$ cat src/rtl/id_arb_pkg.sv
// Shared definitions for the id_arb block: character-class bounds,
// recognizer and controller state encodings, and class-decode helpers.
package id_arb_pkg;

   // Character-class bounds (ASCII)
   localparam logic [7:0] UPPER_LO = 8'h41;
   localparam logic [7:0] UPPER_HI = 8'h5A;
   localparam logic [7:0] LOWER_LO = 8'h61;
   localparam logic [7:0] LOWER_HI = 8'h7A;
   localparam logic [7:0] DIGIT_LO = 8'h30;
   localparam logic [7:0] DIGIT_HI = 8'h39;

   // Recognizer states: S2 means "letter followed by one or more digits"
   typedef enum logic [1:0] {
      RS_S0 = 2'd0,
      RS_S1 = 2'd1,
      RS_S2 = 2'd2
   } rec_state_t;

   // Controller states
   typedef enum logic [1:0] {
      ST_IDLE = 2'd0,
      ST_BUSY = 2'd1,
      ST_DONE = 2'd2
   } ctl_state_t;

   function automatic logic is_letter(input logic [7:0] c);
      return ((c >= UPPER_LO) && (c <= UPPER_HI)) ||
             ((c >= LOWER_LO) && (c <= LOWER_HI));
   endfunction

   function automatic logic is_digit(input logic [7:0] c);
      return (c >= DIGIT_LO) && (c <= DIGIT_HI);
   endfunction

endpackage

$ cat src/rtl/id_recog.sv
// Identifier recognizer: classifies each accepted character and walks the
// S0/S1/S2 state machine. clr has priority over en so a new frame always
// starts from S0.
module id_recog
   import id_arb_pkg::*;
(
   input  logic       clk,
   input  logic       reset,
   input  logic       clr,
   input  logic       en,
   input  logic [7:0] char,
   output rec_state_t state
);

   rec_state_t r_state;
   rec_state_t w_nxt;
   logic       w_letter;
   logic       w_digit;

   assign w_letter = is_letter(char);
   assign w_digit  = is_digit(char);

   // Next-state decode from the current character class
   always_comb begin
      w_nxt = r_state;
      if (clr) begin
         w_nxt = RS_S0;
      end else if (en) begin
         case (r_state)
            RS_S0:   w_nxt = w_letter ? RS_S1 : RS_S0;
            RS_S1,
            RS_S2:   w_nxt = w_digit  ? RS_S2 :
                             w_letter ? RS_S1 : RS_S0;
            default: w_nxt = RS_S0;
         endcase
      end
   end

   // Recognizer state register
   always_ff @(posedge clk) begin
      if (reset) r_state <= RS_S0;
      else       r_state <= w_nxt;
   end

   assign state = r_state;

endmodule

$ cat src/rtl/id_arb.sv
// Round-robin arbiter/sequencer sharing one id_recog between two character
// streams. Grants one whole frame at a time and emits a one-cycle result
// pulse with hit, length and channel.
// Optional feature: define ID_ARB_TIMEOUT_EN to abort frames whose granted
// channel stalls for TIMEOUT consecutive cycles.
module id_arb
   import id_arb_pkg::*;
#(
   parameter int LEN_W   = 8,
   parameter int TIMEOUT = 16
) (
   input  logic             clk,
   input  logic             reset,
   input  logic             req0_valid,
   input  logic [7:0]       req0_char,
   input  logic             req0_last,
   output logic             req0_ready,
   input  logic             req1_valid,
   input  logic [7:0]       req1_char,
   input  logic             req1_last,
   output logic             req1_ready,
   output logic             res_valid,
   output logic             res_ch,
   output logic             res_hit,
   output logic [LEN_W-1:0] res_len,
   output logic             res_abort,
   output logic             busy
);

   ctl_state_t       r_state;
   ctl_state_t       w_nxt;
   logic             r_last_gnt;   // also the currently granted channel
   logic [LEN_W-1:0] r_len;
   logic             r_res_ch;
   logic             r_res_hit;
   logic [LEN_W-1:0] r_res_len;
   logic             r_res_abort;

   logic             w_valid;
   logic [7:0]       w_char;
   logic             w_last;
   logic             w_acc;
   logic             w_grant;
   logic             w_gnt_ch;
   logic             w_to_hit;
   logic             w_abort;
   logic             w_hit;
   rec_state_t       w_rec;

   // Mux the granted channel onto the shared datapath
   assign w_valid  = r_last_gnt ? req1_valid : req0_valid;
   assign w_char   = r_last_gnt ? req1_char  : req0_char;
   assign w_last   = r_last_gnt ? req1_last  : req0_last;

   assign w_acc    = (r_state == ST_BUSY) && w_valid;
   assign w_grant  = (r_state == ST_IDLE) && (req0_valid || req1_valid);
   // Contention goes to the channel that was not granted last time
   assign w_gnt_ch = (req0_valid && req1_valid) ? ~r_last_gnt : req1_valid;

   assign req0_ready = (r_state == ST_BUSY) && !r_last_gnt;
   assign req1_ready = (r_state == ST_BUSY) &&  r_last_gnt;

`ifdef ID_ARB_TIMEOUT_EN
   localparam int TO_W = $clog2(TIMEOUT + 1);

   logic [TO_W-1:0] r_to;
   logic            r_abort;

   assign w_to_hit = (r_state == ST_BUSY) && !w_valid &&
                     (r_to == TO_W'(TIMEOUT - 1));
   assign w_abort  = r_abort;

   // Stall counter: counts idle cycles of the granted channel
   always_ff @(posedge clk) begin
      if (reset || w_grant || w_acc) r_to <= '0;
      else if (r_state == ST_BUSY)   r_to <= r_to + TO_W'(1);
   end

   // Abort flag for the frame in flight
   always_ff @(posedge clk) begin
      if (reset || w_grant) r_abort <= 1'b0;
      else if (w_to_hit)    r_abort <= 1'b1;
   end
`else
   logic w_unused_to;

   assign w_to_hit    = 1'b0;
   assign w_abort     = 1'b0;
   assign w_unused_to = (TIMEOUT != 0);
`endif

   id_recog u_recog (
      .clk   (clk),
      .reset (reset),
      .clr   (w_grant),
      .en    (w_acc),
      .char  (w_char),
      .state (w_rec)
   );

   assign w_hit = (w_rec == RS_S2) && !w_abort;

   // Controller next-state logic
   always_comb begin
      w_nxt = r_state;
      case (r_state)
         ST_IDLE: if (req0_valid || req1_valid) w_nxt = ST_BUSY;
         ST_BUSY: if ((w_acc && w_last) || w_to_hit) w_nxt = ST_DONE;
         ST_DONE: w_nxt = ST_IDLE;
         default: w_nxt = ST_IDLE;
      endcase
   end

   // Controller state register
   always_ff @(posedge clk) begin
      if (reset) r_state <= ST_IDLE;
      else       r_state <= w_nxt;
   end

   // Grant pointer; reset to 1 so channel 0 wins the first contention
   always_ff @(posedge clk) begin
      if (reset)        r_last_gnt <= 1'b1;
      else if (w_grant) r_last_gnt <= w_gnt_ch;
   end

   // Saturating frame length counter
   always_ff @(posedge clk) begin
      if (reset || w_grant)              r_len <= '0;
      else if (w_acc && (r_len != '1))   r_len <= r_len + LEN_W'(1);
   end

   // Hold the result past DONE until the next frame completes
   always_ff @(posedge clk) begin
      if (reset) begin
         r_res_ch    <= 1'b0;
         r_res_hit   <= 1'b0;
         r_res_len   <= '0;
         r_res_abort <= 1'b0;
      end else if (r_state == ST_DONE) begin
         r_res_ch    <= r_last_gnt;
         r_res_hit   <= w_hit;
         r_res_len   <= r_len;
         r_res_abort <= w_abort;
      end
   end

   // In DONE the live frame state is still intact, so present it directly;
   // afterwards the held copy keeps the outputs stable.
   assign res_valid = (r_state == ST_DONE);
   assign res_ch    = res_valid ? r_last_gnt : r_res_ch;
   assign res_hit   = res_valid ? w_hit      : r_res_hit;
   assign res_len   = res_valid ? r_len      : r_res_len;
   assign res_abort = res_valid ? w_abort    : r_res_abort;
   assign busy      = (r_state == ST_BUSY) || (r_state == ST_DONE);

endmodule

$ cat config.mk
export PLATFORM = sky130hd
export DESIGN_NAME = id_arb
export DESIGN_NICKNAME = d
export VERILOG_FILES = /design/src/rtl/id_arb_pkg.sv /design/src/rtl/id_recog.sv /design/src/rtl/id_arb.sv
export SDC_FILE = /design/constraint.sdc
export NUM_CORES = 1
export LEC_CHECK = 0
export CAP_MARGIN = 20
export CELL_PAD_IN_SITES_DETAIL_PLACEMENT = 1
export CELL_PAD_IN_SITES_GLOBAL_PLACEMENT = 2
export CORE_MARGIN = 10
export CORE_UTILIZATION = 27
export CTS_CLUSTER_DIAMETER = 60
export DETAILED_ROUTE_END_ITERATION = 8
export PLACE_DENSITY_LB_ADDON = 0.1
export SYNTH_ARGS = -nofsm -noshare
export SYNTH_HDL_FRONTEND = slang
export SYNTH_SLANG_ARGS = --single-unit
$ cat constraint.sdc
create_clock -name clk -period 2.03 [get_ports clk]
set_input_delay 0.3045 -clock clk [delete_from_list [all_inputs] [get_ports clk]]
set_output_delay 0.3045 -clock clk [all_outputs]
set_load 0.01 [all_outputs]
# Word level (Yosys, flattened, before mapping)

Index checks and enable logic that the tools add are counted.

Logic and storage cells: 57
Register bits after elaboration: 24

Reduce and logical (&&, ||, !) cells: 20
Eq/ne operators: 7
$lt $le $gt $ge: 6
$add $sub $neg: 1
Bitwise operators: 1
Multiplexer cells: 14

Operators with widths:

| kind                                                 | count |
|---|---|
| >= comparator 8 x 7 -> 1 bit (second input constant) | 2 |
| <= comparator 8 x 7 -> 1 bit (second input constant) | 2 |
| 2-to-1 mux 8 bit                                     | 2 |
| logical AND 1 bit                                    | 10 |
| adder 8 x 1 -> 8 bit (second input constant)         | 1 |
| >= comparator 8 x 6 -> 1 bit (second input constant) | 1 |
| <= comparator 8 x 6 -> 1 bit (second input constant) | 1 |
| != test 8 bit (second input constant)                | 1 |
| one-hot mux 2 bit (2 select lines)                   | 2 |
| 2-to-1 mux 1 bit                                     | 7 |
| 2-to-1 mux 2 bit                                     | 3 |
| == test 2 x 1 -> 1 bit (second input constant)       | 2 |
| == test 2 bit (second input constant)                | 2 |
| zero test 2 bit                                      | 2 |
| logical OR 1 bit                                     | 4 |
| != test 2 x 1 -> 1 bit (second input constant)       | 2 |
| OR reduction 2 bit                                   | 2 |
| AND reduction 2 bit                                  | 1 |
| zero test 1 bit                                      | 1 |
| inverter 1 bit                                       | 1 |

# Longest topological paths before layout

Depth after elaboration: 7
Mapped depth: 6
Mapped depth without buffers: 6

# By module

Synthesis repeated with hierarchy kept, for this count alone.

Cell total of the unflattened synthesis: 139
Area, all modules: 1,308.8 um2

By module, submodules not included:

| module   | cells an instance | times used | seq. area each (um2) | area an instance (um2) |
|---|---|---|---|---|
| id_arb   | 118               | 1          | 440.4                | 1,139.8 |
| id_recog | 21                | 1          | 40.0                 | 168.9 |

# Least setup slack after synthesis

No wires, ideal clock.

Kind: register to output
Start: register r_state[0]
End: output port res_ch
Arrival: 1.226 ns
Buffers on the path: 1
Slack: 0.500 ns
Stages on the path, launching flop included: 5
Path through: dfxtp_1 -> inv_1 -> ha_1 -> buf_2 -> mux2_2

Cells in the longest elaborated chain, start to end: 2

RTL lines:

| item                   | line          | text |
|---|---|---|
| from (decl)            | id_arb.sv:30  | `ctl_state_t r_state;` |
| from (signal assigned) | id_arb.sv:117 | `else r_state <= w_nxt;` |
| == test 2 bit          | id_arb.sv:149 | `assign res_valid = (r_state == ST_DONE);` |
| named net res_valid    | id_arb.sv:22  | `output logic res_valid,` |
| 2-to-1 mux 1 bit       | -             |  |
| to (decl)              | id_arb.sv:23  | `output logic res_ch,` |

The timed path passes the listed nets, and every way through them passes these cells.

# Final worst setup path

Start: register r_state[0]
End: output port res_len[0]

Cells in the longest elaborated chain, start to end: 2

RTL lines:

| item             | line          | text |
|---|---|---|
| == test 2 bit    | id_arb.sv:149 |  |
| 2-to-1 mux 8 bit | -             |  |
| to (decl)        | id_arb.sv:25  | `output logic [LEN_W-1:0] res_len,` |

No other way between the ends.

==> results <==
==> report_power, final <==
group          internal [mW]  leakage, nW  switching (mW)
registers              0.488        0.194          0.0155
logic                  0.203        0.508           0.188
clock network          0.173       0.0288           0.149
total                  0.864        0.732           0.352
==> metal layers <==
| layer | routed length [um] | track usage | part of all wire |
|---|---|---|---|
| met1 | 1560 | 0.109 | 0.42 |
| met2 | 1870 | 0.172 | 0.50 |
| met3 | 247 | 0.0319 | 0.066 |
| met4 | 41 | 0.0390 | 0.011 |
| met5 | 0 | 0 | 0 |
==> area by class of cell <==
class / count / share of cell area
Clock buffer: 4 / 0.0300
Inverter: 8 / 0.0163
Multi-Input combinational cell: 108 / 0.421
Sequential cell: 24 / 0.262
Tap cell: 54 / 0.0368
Timing Repair Buffer: 45 / 0.234
==> kinds of logic (layout without fill, tap and decap cells) <==
family / count (synthesis) / after routing / synth area share
AO/OA/AOI/OAI: 29 / 29 / 0.146
XOR/XNOR: 1 / 1 / 0.00676
adder cells (fa/ha/maj): 8 / 8 / 0.0772
buffers and inverters: 14 / 57 / 0.0444
flip-flops: 24 / 24 / 0.371
multiplexers: 13 / 13 / 0.114
AND/OR/NAND/NOR: 57 / 57 / 0.241
==> repair_timing <==
action                     in CTS  in global routing
setup endpoints to repair      13                 10
gates resized for setup        13                  5
gates cloned                    0                  0
pin swaps                       0                  2
==> worst max-delay path, delay by kind of cell (launching register included) <==
kind	cells	cell delay (ns)
DFF	1	0.32
buffers and inverters	3	0.51
adders and majority gates	1	0.20
muxes	1	0.34
==> final timing paths <==
check | from | end | slack, ns
worst max-delay path | r_state[0] | res_len[0] | 0.1
worst min-delay path | u_recog.state[0] | u_recog.state[0] | 0.49
worst max register to register | r_len[0] | r_len[1] | 0.38
worst min register to register | u_recog.state[0] | u_recog.state[0] | 0.49
==> Yosys cell counts <==
library cell and count:
a21oi_1 9, a31oi_1 3, a32oi_1 2, and2_1 1, and3_1 1, buf_2 4
clkbuf_1 2, dfxtp_1 24, ha_1 8, inv_1 8, mux2_2 10, mux2_4 1
mux2i_1 2, nand2_1 5, nand2b_1 1, nand3_1 6, nand3b_1 1, nand4_1 1
nand4b_1 1, nor2_1 12, nor2b_1 13, nor3_1 3, nor4_1 2, nor4b_1 1
o211ai_1 2, o211ai_2 1, o21a_1 1, o21ai_0 4, o21ai_1 1, o22ai_1 1
o31a_1 1, o31ai_1 3, o32a_1 1, or2_2 2, or3_1 4, or4_1 3
xor2_1 1
==> registers in the layout, indices dropped and copies added, names as in the netlist <==
name / flops
r_res_hit: 1
r_res_abort: 1
r_state: 2
r_res_len: 8
r_len: 8
r_res_ch: 1
r_last_gnt: 1
u_recog.state: 2
==> placed cells by master (no fill, tap or decap), types with 6 or more instances in the layout <==
| cell | synthesis | final |
|---|---|---|
| clkdlybuf4s50_1 | 0 | 25 |
| dfxtp_1 | 24 | 23 |
| nor2b_1 | 13 | 13 |
| nor2_1 | 12 | 12 |
| mux2_2 | 10 | 10 |
| a21oi_1 | 9 | 9 |
| dlygate4sd2_1 | 0 | 9 |
| buf_4 | 0 | 8 |
| inv_1 | 8 | 7 |
| nand3_1 | 6 | 6 |
| ha_1 | 8 | 6 |
==> flow_summary.toml <==
[grt]
grt_max_degree = 17
overflow = 0
grt_pass1_vias = 1332
grt_pass1_wl_mm = 6.29
antenna_found_initial = 0
grtUsageTotal = 0.0991

[synthesis]
syn_area_um2 = 1300
ys.warnings.count = 0
ys_types = 37
synth_top_area_frac = 0.371
synth-seq-cells = 24
syn_inst = 146
syn_area_per_cell_um2 = 8.88
syn-num-nets = 176
synth_area_leaders = "dfxtp_1 37%, mux2_2 8.7%, ha_1 7.7%"
synth_top_cell_by_area = "dfxtp_1"
ys_seq_area_frac = 0.371

[floorplan]
die_height_um = 89.3
design.core.area_um2 = 4690
initial_utilization = 0.276
dieWidth_um = 89.3
die_area_um2 = 7970
pin_count = 37
rows = 25

[cts]
h-tree-depth = 1
clk_path_buf_depth = 2
cts_made_buffers = 3
root_buffer = "clkbuf_8"
clk_pin_slew_worst_paths_ns = 0.08
cts_setup_buffers = 0
cts_tree = "done"
cts.sinks = 24
cts-hold-fix-buffers = 0
clock_latency_ns = 0.26

[timing]
tightest_slew_ns = 0.382
holdWs_ns = 0.492
finalClockSkew_ns = 0.00218
relSlewSlack = 0.745
finalSetupTns_ns = 0
max_freq_ghz = 0.518
rsz0062_at_grt = "false"
fin_crit_ns = 1.93
setup_ws_ns = 0.0978
setup_viol = 0
min_period_over_period = 0.952
drv_slew = 0
hold_violations = 0

[setup_path]
critPathSlowestCell = "mux2_2"
slowest_delay_ns = 0.34
cp.arrival_ns = 1.63
crit_chain = "inv_1 > ha_2 > buf_12 > mux2_2 > dlygate4sd2_1"
crit_path_max_fanout = 12
setup.worst_path.end_class = "output port"
cp.required_ns = 1.73
startpoint_type = "flip-flop"
worstRegToRegCells = 6
critPathKind = "reg2out"

[final_layout]
multiInputGateArea_um2 = 773
fin_cells = 243
area.growth.synth_to_final_pct = 41.7
antenna_cells = 0
finalInstanceArea_um2 = 1840
final-seq-area_um2 = 482
fin_nets = 220
post-route-util = 0.391
fillers = 557
drive_gt1_frac = 0.164

[routing]
vias_per_cell = 5.02
ant_nets = 0
wl_per_cell_um = 15.3
first_iter_violations = 27
wirelength_mm = 3.72
drc = 0
first_pass_iters = 3
vias = 1221

[placement]
dp_slack_ns = 0.145
dp_hpwl_mm = 3.08
placed_area_um2 = 1780
gp_congestion = 0.735
dp_cells = 239
portBuffers = 36

[power_and_ir_drop]
p_leak_nw = 0.732
p_per_area_nw_per_um2 = 662
irDropWorstVdd_mv = 0.243
power_mw = 1.22

[run_status]
status = "complete, no violations"

[worst_hold_path]
whs_path_depth = 2
hold_class = "reg2reg"

[job]
maxCapViolCount = 0
(Power assumes the default switching activity.)
